File: config.mk
export PLATFORM = sky130hd
export DESIGN_NAME = id_ex_stage
export DESIGN_NICKNAME = d
export VERILOG_FILES = /design/src/rtl/id_ex_stage.sv
export SDC_FILE = /design/constraint.sdc
export NUM_CORES = 1
export LEC_CHECK = 0
export ABC_AREA = 0
export CORE_MARGIN = 2
export CORE_UTILIZATION = 45
export DETAILED_ROUTE_END_ITERATION = 10
export PLACE_DENSITY = 0.87
export SYNTH_ARGS = -nofsm -noshare
export SYNTH_HDL_FRONTEND = slang
export SYNTH_SLANG_ARGS = --single-unit
File: constraint.sdc
create_clock -name clk -period 9.79 [get_ports clk]
set_input_delay 1.958 -clock clk [delete_from_list [all_inputs] [get_ports clk]]
set_output_delay 1.958 -clock clk [all_outputs]
set_load 0.05 [all_outputs]
File: src/rtl/id_ex_stage.sv
// ID/EX pipeline register feeding the execute ALU: resolves EX/MEM/WB bypassing,
// selects the immediate, and inserts one bubble per load-use hazard.
module id_ex_stage #(
    parameter int N = 32,
    parameter int R = 5
) (
    input  logic         clk,
    input  logic         reset,
    input  logic         valid_in,
    output logic         ready_out,
    input  logic         ready_in,
    input  logic         flush,
    input  logic [R-1:0] rs1_addr,
    input  logic [R-1:0] rs2_addr,
    input  logic [N-1:0] rs1_data,
    input  logic [N-1:0] rs2_data,
    input  logic [N-1:0] imm,
    input  logic         alusrc,
    input  logic [1:0]   alucontrol_in,
    input  logic [R-1:0] rd_in,
    input  logic         regwrite_in,
    input  logic         memread_in,
    input  logic         memwrite_in,
    input  logic [N-1:0] ex_result,
    input  logic [R-1:0] mem_rd,
    input  logic [R-1:0] wb_rd,
    input  logic         mem_we,
    input  logic         wb_we,
    input  logic [N-1:0] mem_data,
    input  logic [N-1:0] wb_data,
    output logic [N-1:0] ALUA,
    output logic [N-1:0] ALUB,
    output logic [1:0]   ALUControl,
    output logic [N-1:0] store_data,
    output logic [R-1:0] rd_out,
    output logic         valid_out,
    output logic         regwrite_out,
    output logic         memread_out,
    output logic         memwrite_out
);

    logic         ex_fwd_ok;
    logic         hz;
    logic [N-1:0] fwd_rs1;
    logic [N-1:0] fwd_rs2;

    // A held load has no result yet, so only non-load producers bypass from EX.
    assign ex_fwd_ok = valid_out & regwrite_out & ~memread_out;

    always_comb begin
        fwd_rs1 = rs1_data;
        if (rs1_addr == '0)
            fwd_rs1 = '0;
        else if (ex_fwd_ok && rd_out == rs1_addr)
            fwd_rs1 = ex_result;
        else if (mem_we && mem_rd == rs1_addr)
            fwd_rs1 = mem_data;
        else if (wb_we && wb_rd == rs1_addr)
            fwd_rs1 = wb_data;
    end

    always_comb begin
        fwd_rs2 = rs2_data;
        if (rs2_addr == '0)
            fwd_rs2 = '0;
        else if (ex_fwd_ok && rd_out == rs2_addr)
            fwd_rs2 = ex_result;
        else if (mem_we && mem_rd == rs2_addr)
            fwd_rs2 = mem_data;
        else if (wb_we && wb_rd == rs2_addr)
            fwd_rs2 = wb_data;
    end

    // rs2 only matters when it feeds ALUB or is the value being stored.
    assign hz = valid_in & valid_out & memread_out & (rd_out != '0) &
                ((rd_out == rs1_addr) |
                 ((rd_out == rs2_addr) & (~alusrc | memwrite_in)));

    // Handshake: a beat transfers on a cycle where valid_in & ready_out; decode
    // must hold its instruction stable until then. ready_in = 0 freezes the stage.
    assign ready_out = ready_in & ~hz & ~reset;

    always_ff @(posedge clk or posedge reset) begin
        if (reset) begin
            ALUA         <= '0;
            ALUB         <= '0;
            ALUControl   <= '0;
            store_data   <= '0;
            rd_out       <= '0;
            valid_out    <= 1'b0;
            regwrite_out <= 1'b0;
            memread_out  <= 1'b0;
            memwrite_out <= 1'b0;
        end else if (flush) begin
            valid_out    <= 1'b0;
            regwrite_out <= 1'b0;
            memread_out  <= 1'b0;
            memwrite_out <= 1'b0;
        end else if (!ready_in) begin
            ALUA         <= ALUA;
            ALUB         <= ALUB;
            ALUControl   <= ALUControl;
            store_data   <= store_data;
            rd_out       <= rd_out;
            valid_out    <= valid_out;
            regwrite_out <= regwrite_out;
            memread_out  <= memread_out;
            memwrite_out <= memwrite_out;
        end else if (valid_in && !hz) begin
            ALUA         <= fwd_rs1;
            ALUB         <= alusrc ? imm : fwd_rs2;
            ALUControl   <= alucontrol_in;
            store_data   <= fwd_rs2;
            rd_out       <= rd_in;
            valid_out    <= 1'b1;
            regwrite_out <= regwrite_in;
            memread_out  <= memread_in;
            memwrite_out <= memwrite_in;
        end else begin
            // Bubble (load-use or idle decode): data registers keep their values.
            valid_out    <= 1'b0;
            regwrite_out <= 1'b0;
            memread_out  <= 1'b0;
            memwrite_out <= 1'b0;
        end
    end

endmodule

==> results of run 1 <==
-- cells in the mapped netlist (2+ instances only) --
master / instances
xor2_1: 8
or3_1: 32
clkbuf_1: 46
inv_1: 34
a311oi_1: 3
or4_1: 2
mux2i_1: 32
o21ai_1: 31
o2bb2ai_1: 32
o21ai_0: 65
mux2_2: 36
nand4_1: 2
clkbuf_2: 2
o221ai_1: 32
a31oi_1: 32
dfrtp_1: 107
nor4_1: 3
nor2_1: 5
a311oi_2: 29
buf_2: 18
buf_4: 6
nand3_1: 35
nand2_1: 43
buf_6: 5
and2_1: 34
a22o_1: 3
mux2_1: 3
a21oi_1: 33
nor3_1: 34
xnor2_1: 22
-- cells by family after synthesis --
kind of cell	after synthesis
AO/OA/AOI/OAI	263
XOR/XNOR	30
buffers and inverters	111
flip-flops	107
multiplexers	71
AND/OR/NAND/NOR	197
-- sequential cells by signal, indices dropped and copies added (netlist names) --
name          flops
ALUA             32
ALUB             32
store_data       32
rd_out            5
ALUControl        2
memread_out       1
memwrite_out      1
regwrite_out      1
valid_out         1
-- path summary, 6_finish.rpt --
| path | from | to | slack (ps) |
|---|---|---|---|
| min | ALUA[11] | ALUA[11] | 490 |
| min reg2reg | ALUA[11] | ALUA[11] | 490 |
| max | rs2_addr[0] | ready_out | 3590 |
| min in group asynchronous | reset | store_data[27] | 2050 |
| max reg2reg | rd_out[1] | ALUA[25] | 6560 |
| max in group asynchronous | reset | ALUB[11] | 6490 |
-- metal layers --
layer,wire length (microns),vias to the layer above,track usage (%)
met3,3366,146,8.265
li1,-,3487,-
met1,11010,3814,42.49
met5,0,-,0
met4,1698,0,19.40
met2,14210,617,57.47
-- worst max-delay path, cell delays in order --
cell and delay (ps):
clkdlybuf4s50_1 600, xnor2_1 150, nand3_1 170, nor3_2 290, o2111ai_4 140, o211a_1 230, clkdlybuf4s50_1 700
-- power by group through the flow --
stage	clock network, mW	registers (mW)	logic (mW)
after CTS	0.350	0.583	0.803
after detailed placement	0	0.587	0.801
after floorplan	0	0.871	0.175
after global routing	0.362	0.592	0.840
after global placement	0	0.587	0.791
final	0.349	0.584	0.805
-- placed cells by master, fill, tap and decap left out, types with 2 or more instances in the layout --
cell             instances
clkdlybuf4s50_1        336
dfrtp_1                107
o21ai_0                 65
nand2_1                 42
mux2_2                  36
nand3_1                 35
nor3_1                  34
inv_1                   33
and2_1                  33
or3_1                   32
o221ai_1                32
o2bb2ai_1               32
mux2i_1                 32
a21oi_1                 32
a31oi_1                 32
o21ai_1                 31
a311oi_2                29
xnor2_1                 22
buf_4                   14
clkbuf_16                9
xor2_1                   8
nor2_1                   4
a311oi_1                 3
mux2_1                   3
a22o_1                   3
clkbuf_1                 3
nand2_2                  2
nor4_1                   2
nand4_1                  2
clkinv_2                 2
-- layout make-up --
class                           instances  area (sq um)  area share (%)
Timing Repair Buffer                  351          3473           31.99
Inverter                               34         130.1           1.199
Multi-Input combinational cell        561          4043           37.24
Sequential cell                       107          2678           24.66
Tap cell                              216         270.3           2.489
Clock inverter                          4         26.28          0.2420
Clock buffer                           12         236.5           2.178
-- stage by stage --
stage	setup WS (ps)	area, sq um	cells
floorplan	2987	7189	779
global placement	3653	10590	1269
detailed placement	3612	10590	1269
CTS	3603	10860	1285
global route	3485	10860	1285
finish	3592	10860	1285
==> impl_metrics.yaml, run 1 <==
run_status:
  status: "complete, no violations"
grt:
  grt_pass1_vias: 8153
  overflow: 0
  grt_pass1_wl_mm: 45.12
  antenna_found_initial: 0
  grt_max_degree: 75
  grt_use_total_pct: 34.95
yosys:
  synth_enable_flop_cells: 0
  syn_area_per_cell_sq_um: 9.229
  synth_top_flop_cell: "dfrtp_1"
  synth_async_sr_flop_share_pct: 100.0
  synth_top_cell_area_share_pct: 37.24
  synth_compound_area_share_pct: 26.96
  ys.warnings.count: 0
  syn_inst: 779
  synth_seq_cells: 107
  ys_seq_area_share_pct: 37.24
  yosys.area_share.simple_pct: 14.60
  synthXorXnorAreaFrac_pct: 3.655
  synth_area_leaders: "dfrtp_1 37%, a311oi_2 6.1%, mux2_2 5.6%, o21ai_0 4.5%, mux2i_1 4.5%"
  synth_top_family_by_area: "compound AO/OA/AOI/OAI gates"
  netlist_area_sq_mm: 0.007189
  muxShareOfSynthArea_pct: 10.56
  yosysTopAreaCell: "dfrtp_1"
  synthAdderAreaFrac_pct: 0
  synth.net_count: 1009
  synth_cell_type_count: 40
routing:
  via_per_inst: 6.275
  firstDrtPassIters: 5
  drt_iter0_markers: 721
  ant_nets: 0
  avgRoutedWirePerCell_microns: 23.57
  dr_total_vias: 8064
  drc: 0
  routed_wl_mm: 30.29
cts:
  post_cts_resized: 0
  clock-root-buffer: "clkbuf_16"
  clock_sinks: 107
  ctsHoldBuffers: 0
  post_cts_buffers: 0
  cts_buffers: 9
  ctsLongestPathBuffers: 2
  clk-insertion-delay-late_ps: 360
  tritoncts: "done"
  htree_levels: 3
  clk_pin_slew_ps: 80
timing:
  fmax_ghz: 0.1613
  setup_tns_ps: 0
  hold_ws_ps: 489.9
  finalHoldViolCount: 0
  fin_crit_sh_pct: 63.31
  drv_slew: 0
  setup_viol: 0
  rsz0062_at_grt: "no"
  min_period_ps: 6198
  tightestPinTransition_ps: 1209
  relSlewSlack_pct: 19.21
  fin_skew_ps: 10.70
pwr:
  p_clk_share_pct: 20.1
  p_per_area_mw_per_mm2: 160.0
  p_sw_mw: 0.7297
  pwr-share-comb_pct: 46.3
  power_mw: 1.737
  vdd_drop_max_v: 0.00009558
  p_leak_nw: 3.997
  power.internal_mw: 1.008
  sw_frac_of_total_pct: 42.00
  p_seq_share_pct: 33.6
die:
  die_w_microns: 130.4
  ios: 338
  die_h_microns: 130.4
  placementRows: 46
  start_util_pct: 45.59
  core_area_sq_mm: 0.01577
  dieArea_sq_mm: 0.01700
layout:
  final_nets: 1294
  finalCoreUtilization_pct: 68.84
  drive_gt1_share_pct: 9.916
  syn_to_final_growth_pct: 51.01
  nFillCells: 1274
  diodes: 0
place:
  portBuffers: 337
  dp_hpwl_mm: 20.59
  place.gp.congestion: 0.9275
flow_run:
  max_cap_violations: 0
worst_setup_path:
  crit_arrival_ps: 4240
  setup.worst_path.class: "in2out"
  reg2reg_depth: 6
  worstPathRequired_ps: 7830
  worst-path-max-fanout: 4
  end_kind: "output port"
  cp-start-kind: "primary input"
worst_hold_path:
  hold_class: "reg2reg"
  hold_depth: 1
Note: power is estimated with default switching activity, not from simulation.
==> run 2, diff against run 1 <==
--- a/config.mk
+++ b/config.mk
@@ -6,10 +6,11 @@
 export NUM_CORES = 1
 export LEC_CHECK = 0
 export ABC_AREA = 0
+export CORE_ASPECT_RATIO = 2
 export CORE_MARGIN = 2
-export CORE_UTILIZATION = 45
+export CORE_UTILIZATION = 38
 export DETAILED_ROUTE_END_ITERATION = 10
-export PLACE_DENSITY = 0.87
+export PLACE_DENSITY = 0.78
 export SYNTH_ARGS = -nofsm -noshare
 export SYNTH_HDL_FRONTEND = slang
 export SYNTH_SLANG_ARGS = --single-unit
==> constraint.sdc (replaced) <==
create_clock -name clk -period 5.7 [get_ports clk]
set_input_delay 1.14 -clock clk [delete_from_list [all_inputs] [get_ports clk]]
set_output_delay 1.14 -clock clk [all_outputs]
set_load 0.05 [all_outputs]
==> impl_metrics.yaml, run 2 (synthesis results as in run 1) <==
run_status:
  status: "complete, no violations"
timing:
  finalHoldViolCount: 0
  fin_skew_ps: 8.891
  fin_crit_sh_pct: 79.77
  setup_viol: 0
  tightestPinTransition_ps: 1254
  rsz0062_at_grt: "no"
  worst_slack_ps: 1153
  setup_tns_ps: 0
  drv_slew: 0
  min_period_ps: 4547
  relSlewSlack_pct: 16.21
  fmax_ghz: 0.2199
worst_setup_path:
  cp_cell_sequence: "clkdlybuf4s50_1 -> xnor2_1 -> nand3_1 -> nor3_2 -> o2111ai_4 -> o211a_1 -> clkdlybuf4s50_1"
  crit_slowest_cell: "clkdlybuf4s50_1"
  crit_top_cell: "clkdlybuf4s50_1"
  max_stage_delay_ps: 690
  worst-path-stages: 7
  crit_family: "buffers and inverters"
  reg2reg_depth: 7
  worstPathRequired_ps: 4560
  crit_arrival_ps: 3410
  worst-path-max-fanout: 4
  path_buf_inv: 2
  end_kind: "output port"
  setup.worst_path.class: "in2out"
  cp-start-kind: "primary input"
die:
  ios: 338
  core_area_sq_mm: 0.01866
  placementRows: 71
  die_w_microns: 101.3
  die_h_microns: 198.5
  dieArea_sq_mm: 0.02010
  start_util_pct: 38.54
grt:
  grt_pass1_wl_mm: 47.45
  overflow: 0
  grt_use_total_pct: 31.73
  grt_pass1_vias: 7904
  antenna_found_initial: 3
  grt_max_degree: 68
cts:
  clk_pin_slew_ps: 70
  clock_sinks: 107
  clock-root-buffer: "clkbuf_16"
  post_cts_resized: 0
  htree_levels: 3
  ctsLongestPathBuffers: 2
  cts_buffers: 9
  clk-insertion-delay-late_ps: 350
  tritoncts: "done"
  post_cts_buffers: 0
  ctsHoldBuffers: 0
routing:
  firstDrtPassIters: 7
  drt_iter0_markers: 513
  routed_wl_mm: 32.83
  avgRoutedWirePerCell_microns: 25.35
  via_per_inst: 6.090
  dr_total_vias: 7886
  ant_nets: 0
  drc: 0
pwr:
  p_clk_share_pct: 22.3
  vdd_drop_max_v: 0.0001533
  p_leak_nw: 4.038
  p_per_area_mw_per_mm2: 281.8
  p_sw_mw: 1.265
  pwr-share-comb_pct: 45.3
  power.internal_mw: 1.822
  p_seq_share_pct: 32.4
  sw_frac_of_total_pct: 40.98
layout:
  fin_cells: 1295
  layout.area.seq_sq_mm: 0.002678
  largestRegisters: "ALUA (32), ALUB (32), store_data (32)"
  syn_to_final_growth_pct: 52.37
  multiInputGateArea_sq_mm: 0.004053
  drive_gt1_share_pct: 10.65
  final_nets: 1295
  mostFrequentLayoutCells: "336 x clkdlybuf4s50_1, 107 x dfrtp_1, 65 x o21ai_0"
  final_common_cell: "clkdlybuf4s50_1"
  nFillCells: 1716
place:
  portBuffers: 337
  pre_cts_ws_ps: 1129
  place.gp.congestion: 0.9269
  numPlacedInstances: 1273
  dp_hpwl_mm: 22.92
worst_hold_path:
  hold_depth: 1
  hold_class: "reg2reg"
flow_run:
  max_cap_violations: 0
==> run 2: stage by stage <==
stage / utilization, % / hold slack, ps / cell area (sq um) / total power, mW
after floorplan: - / 750.0 / 7189 / 1.797
after global routing: 58.68 / 502.8 / 10950 / 3.194
after global placement: 56.90 / 470.8 / 10620 / 2.393
after detailed placement: 56.90 / 473.3 / 10620 / 2.404
final: 58.72 / 492.1 / 10950 / 3.087
after CTS: 58.64 / 494.6 / 10940 / 3.095
==> run 2: final timing paths <==
check	slack, ps	startpoint	end
setup / recovery	1150	rs2_addr[2]	ready_out
hold / removal	490	ALUA[25]	ALUA[25]
setup reg to reg	2600	rd_out[1]	ALUA[28]
hold reg to reg	490	ALUA[25]	ALUA[25]
max in group asynchronous	2980	reset	ALUA[7]
min in group asynchronous	1450	reset	store_data[27]
==> run 2: power by group through the flow <==
stage / clock network (mW) / logic (mW) / registers (mW)
after floorplan: 0 / 0.301 / 1.50
after global placement: 0 / 1.38 / 1.01
after detailed placement: 0 / 1.39 / 1.01
after CTS: 0.698 / 1.40 / 1.00
after global routing: 0.727 / 1.45 / 1.02
final: 0.689 / 1.40 / 1.00
==> run 2: layer usage <==
| metal | vias up | GRT usage, % | routed length [microns] |
|---|---|---|---|
| met1 | 3812 | 36.22 | 11450 |
| met3 | 111 | 4.849 | 2423 |
| met5 | - | 0 | 0 |
| met2 | 475 | 55.36 | 16870 |
| met4 | 0 | 17.67 | 2077 |
| li1 | 3488 | - | - |
==> run 2: cell type report <==
type | instances | share of cell area (%)
timing repair buffer | 352 | 31.78
sequential | 107 | 24.44
clock buffer | 13 | 2.559
tap | 219 | 2.501
clock inverter | 3 | 0.3998
inverter | 34 | 1.188
multi-input combinational | 561 | 37.00
antenna | 6 | 0.1371
==> run 3, diff against run 2 <==
==> constraint.sdc (replaced) <==
create_clock -name clk -period 3.9 [get_ports clk]
set_input_delay 0.78 -clock clk [delete_from_list [all_inputs] [get_ports clk]]
set_output_delay 0.78 -clock clk [all_outputs]
set_load 0.05 [all_outputs]
==> impl_metrics.yaml, run 3 (synthesis results as in run 1) <==
die:
  die_w_microns: 101.3
  start_util_pct: 38.54
  dieArea_sq_mm: 0.02010
  placementRows: 71
  ios: 338
  die_h_microns: 198.5
  core_area_sq_mm: 0.01866
pwr:
  power.internal_mw: 2.636
  p_sw_mw: 1.850
  sw_frac_of_total_pct: 41.24
  p_per_area_mw_per_mm2: 405.7
  p_leak_nw: 4.086
  p_seq_share_pct: 32.7
  vdd_drop_max_v: 0.0002009
  p_clk_share_pct: 21.7
  pwr-share-comb_pct: 45.7
timing:
  min_period_ps: 3455
  relSlewSlack_pct: 26.31
  rsz0062_at_grt: "no"
  fmax_ghz: 0.2895
  setup_tns_ps: 0
  fin_crit_sh_pct: 88.58
  drv_slew: 0
  setup_viol: 0
  finalHoldViolCount: 0
  fin_skew_ps: 7.783
  tightestPinTransition_ps: 1105
worst_setup_path:
  cp-start-kind: "primary input"
  crit_family: "buffers and inverters"
  cp_cell_sequence: "clkdlybuf4s50_1 -> xnor2_1 -> nand3_1 -> nor3_2 -> o2111ai_4 -> o211a_1 -> buf_12"
  end_kind: "output port"
  crit_slowest_cell: "clkdlybuf4s50_1"
  worst-path-max-fanout: 10
  reg2reg_depth: 6
  max_stage_delay_ps: 600
  worstPathRequired_ps: 3120
  setup.worst_path.class: "in2out"
  timing.rr.end: "rd_out[3]"
  path_buf_inv: 2
  crit_arrival_ps: 2670
  r2r-start: "rd_out[0]"
  r2r_slack_ps: 1200
routing:
  drc: 0
  via_per_inst: 6.135
  avgRoutedWirePerCell_microns: 24.90
  routed_wl_mm: 32.34
  dr_total_vias: 7970
  ant_nets: 0
  firstDrtPassIters: 5
  drt_iter0_markers: 498
run_status:
  status: "complete, no violations"
cts:
  tritoncts: "done"
  ctsLongestPathBuffers: 2
  cts_buffers: 9
  clock_sinks: 107
  clk_pin_slew_ps: 70
  ctsHoldBuffers: 0
  post_cts_buffers: 0
  clock-root-buffer: "clkbuf_16"
  post_cts_resized: 0
  clk-insertion-delay-late_ps: 350
  htree_levels: 3
layout:
  fin_cells: 1299
  layout.area.seq_sq_mm: 0.002678
  final_nets: 1303
  final_common_cell: "clkdlybuf4s50_1"
  syn_to_final_growth_pct: 53.83
  multiInputGateArea_sq_mm: 0.004053
  drive_gt1_share_pct: 11.32
  nFillCells: 1608
  largestRegisters: "ALUA (32), ALUB (32), store_data (32)"
  mostFrequentLayoutCells: "335 x clkdlybuf4s50_1, 107 x dfrtp_1, 65 x o21ai_0"
worst_hold_path:
  hold_class: "reg2reg"
  worstHoldStart: "ALUA[15]"
  min_to: "ALUA[15]"
  hold_depth: 1
grt:
  grt_use_total_pct: 31.47
  overflow: 0
  grt_max_degree: 108
  antenna_found_initial: 1
  grt_pass1_wl_mm: 47.40
  grt_pass1_vias: 8055
place:
  place.gp.congestion: 0.9476
  dp_hpwl_mm: 23.34
  portBuffers: 337
  numPlacedInstances: 1281
flow_run:
  max_cap_violations: 0
==> run 3: changes by cell type in the layout (fill, tap and decap cells not counted) <==
cell             before  now
clkdlybuf4s50_1     336  335
clkinvlp_4            0    1
diode_2               6    2
clkbuf_1              0    1
clkbuf_8              4    2
buf_12                0    6
buf_4                15   18
clkinv_2              1    2
inv_4                 1    0
==> run 3: layout make-up <==
| type | instances | share of cell area (%) |
|---|---|---|
| diodes | 2 | 0.04525 |
| clock buffers | 12 | 2.319 |
| clock inverters | 4 | 0.4412 |
| inverters | 34 | 1.188 |
| multi-input cells | 561 | 36.64 |
| flip-flops and latches | 107 | 24.21 |
| well taps | 219 | 2.478 |
| repair buffers | 360 | 32.67 |
==> run 3: worst max-delay path by stage <==
stage                            from         to  slack [ps]  cells past startpoint
after floorplan                 reset  ready_out         210                      2
after global placement    rs2_addr[0]  rd_out[1]         370                      7
after CTS                 rs2_addr[2]  ready_out         470                      7
after detailed placement  rs2_addr[4]  rd_out[3]         330                      7
final                     rs2_addr[0]  ready_out         450                      7
after global routing      rs2_addr[2]  ready_out         340                      7
==> run 3: through the flow <==
step,utilization (%),hold slack (ps),worst slack (ps),power [mW],instance area (sq um)
final,59.28,489.8,445.5,4.487,11060
after global routing,59.27,499.6,337.1,4.643,11060
after CTS,59.26,495.0,465.5,4.499,11050
after detailed placement,57.62,474.4,328.2,3.526,10750
after global placement,57.62,472.1,367.6,3.504,10750
after floorplan,-,750.0,206.9,2.626,7193
==> run 3: routing by layer <==
metal / share of wire [%] / vias up / routed length, microns / global-route usage, %
li1: - / 3508 / - / -
met1: 36 / 3804 / 11600 / 36.68
met4: 7.2 / 0 / 2344 / 21.62
met5: 0 / - / 0 / 0
met3: 7.7 / 145 / 2476 / 5.517
met2: 49 / 513 / 15930 / 51.61
==> run 3: power by group through the flow <==
stage | registers (mW) | logic, mW | clock network (mW)
after floorplan | 2.19 | 0.440 | 0
after detailed placement | 1.48 | 2.04 | 0
after global routing | 1.49 | 2.13 | 1.03
after CTS | 1.46 | 2.05 | 0.986
final | 1.47 | 2.05 | 0.972
after global placement | 1.48 | 2.03 | 0
==> run 3: worst reg2reg max path, cell delays in order (launching register included) <==
cell	delay, ps
dfrtp_1	460
xnor2_1	170
nand3_1	160
nor2_1	90
o2111ai_4	340
and2_4	940
mux2_2	430
==> patch, RTL diff (config.mk and constraints of run 3) <==
Reset style: synchronous (`reset`), changed in one clocked block.
--- a/src/rtl/id_ex_stage.sv
+++ b/src/rtl/id_ex_stage.sv
@@ -81,5 +81,5 @@
     assign ready_out = ready_in & ~hz & ~reset;
 
-    always_ff @(posedge clk or posedge reset) begin
+    always_ff @(posedge clk) begin
         if (reset) begin
             ALUA         <= '0;
Check against the original RTL: differs if reset is asserted again (counterexample within 4 cycles, from zero or initial values and one cycle with reset high); with reset held inactive, the same outputs for 4 cycles.
==> patch against run 3 <==
Sequential cell count unchanged. Largest cell class unchanged. Critical path type unchanged. Global-route usage up 2.6 points. Worst setup slack better by 0.11 ns. Cell count up 1.7%. Area after synthesis down 5.4%. Design area down 4.5%. Fmax up 3.2%. Routed wire length up 4.1%. First-iteration DRC count up 24%.
Power is not compared: it rests on default switching activity, and its combinational part moved more than twofold at a synthesized area within 25%.
==> patch: results (changes against run 3) <==
- GPL Wtd Cong: 0.946 (-0.15%)
- Setup Skew: 0.00668 ns (-0.00111 ns)
- R2r setup slk: 1.30 ns (+0.10 ns)
- Initial DRC count: 616 (+24%)
- Largest net degree at the start of global routing: 65 (-40%)
- XOR/XNOR share of the synthesized area: 3.86% (+0.21 points)
- Routed WL: 33700 um (+4.1%)
- First-pass GRT wire length: 49700 um (+4.8%)
- GR Util All Layers: 34.1% (+2.6 points)
- Mean Syn Cell Area: 8.28 sq um (-10%)
- Pre-antenna DRT Iters: 7 (+2)
- Detailed placement HPWL: 24100 um (+3.3%)
- Non-Filler Instances: 1321 (+1.7%)
- Post-Syn Nets: 1051 (+4.2%)
- CP max FO: 4 (-6)
- Status: complete, no violations
- List of most frequent post-synthesis cells: 107 x dfxtp_1, 78 x nand2_1, 67 x nor3_1, 64 x o31ai_1, 52 x clkbuf_1
- Post-synth cell types: 43 (+7.5%)
- Share of flip-flops with an asynchronous set or reset: 0% (-100 points)
- Layout cells sized above 1: 8.66% (-2.7 points)
- Mux contribution to synthesized area: 0.147% (-10 points)
- Antenna Cells: 0 (-2)
- Worst slew pin tran: 0.948 ns (-0.158 ns)
- Compound-cell area share of the yosys netlist: 39.7% (+13 points)
- Vias per cell: 6.38 (+4.0%)
- Worst setup path start: rs2_addr[3]
- Vias in the first global route: 8370 (+3.9%)
## patch: changes by cell type in the layout (fill, tap and decap cells not counted), moves of 32 or more
cell and change:
nand2_1 +37, mux2_2 -36, nand3_1 -33, a211oi_1 +34, dfxtp_1 +107, o221ai_1 -32, nor2_1 +41, a22oi_1 +33
dfrtp_1 -107, nor3_1 +33, o21ai_0 -34, o31ai_1 +64
## patch: critical path, stage by stage
cell             delay, ns
clkdlybuf4s50_1       0.62
xor2_1                0.40
nor4_4                0.10
o21ai_2               0.15
nor2_1                0.05
nor3_1                0.27
buf_12                0.18
## patch: worst min-delay path by stage
stage	start	to	slack, ns	cells past startpoint
final	ALUA[21]$_SDFFE_PP0P_	ALUA[21]$_SDFFE_PP0P_	0.47	1
after CTS	ALUA[25]$_SDFFE_PP0P_	ALUA[25]$_SDFFE_PP0P_	0.47	1
after detailed placement	ALUA[1]$_SDFFE_PP0P_	ALUA[1]$_SDFFE_PP0P_	0.45	1
after global routing	ALUA[30]$_SDFFE_PP0P_	ALUA[30]$_SDFFE_PP0P_	0.49	1
after floorplan	ALUA[13]$_SDFFE_PP0P_	ALUA[13]$_SDFFE_PP0P_	0.69	1
after global placement	ALUA[2]$_SDFFE_PP0P_	ALUA[2]$_SDFFE_PP0P_	0.45	1
## patch: layer usage
layer | part of all wire [%] | vias up | wire [um] | global-route usage (%)
met4 | 4.3 | 0 | 1450 | 16.2
li1 | - | 3732 | - | -
met5 | 0 | - | 0 | 0
met2 | 48 | 663 | 16100 | 57.9
met3 | 12 | 84 | 3870 | 9.70
met1 | 36 | 3947 | 12300 | 39.3
## patch: cells by family (layout without fill, tap and decap cells)
| family | after synthesis | count (layout) |
|---|---|---|
| AO/OA/AOI/OAI | 340 | 340 |
| AND/OR/NAND/NOR | 249 | 249 |
| flip-flops | 107 | 107 |
| multiplexers | 1 | 1 |
| XOR/XNOR | 30 | 30 |
| buffers and inverters | 94 | 381 |
## patch: area by class of cell
cell class	instances	area (sq um)
inverters	4	15.0
well taps	213	267
flip-flops and latches	107	2140
clock buffers	10	239
repair buffers	361	3580
fillers	1606	7050
clock inverters	6	87.6
multi-input cells	620	4230
## patch: stage by stage
step	setup WS [ns]	cell area, sq um	power [W]
2_1_floorplan	0.256	6800	0.00170
3_3_place_gp	0.541	10200	0.00218
3_5_place_dp	0.487	10200	0.00218
4_1_cts	0.562	10600	0.00320
5_1_grt	0.421	10600	0.00330
6_report	0.553	10600	0.00321
## patch: power by group through the flow
stage	clock network (W)	registers, W	logic, W
after detailed placement	0	0.00121	0.000975
after global routing	0.00108	0.00119	0.00103
after CTS	0.00104	0.00118	0.000979
after floorplan	0	0.00138	0.000317
final	0.00103	0.00118	0.000989
after global placement	0	0.00121	0.000971
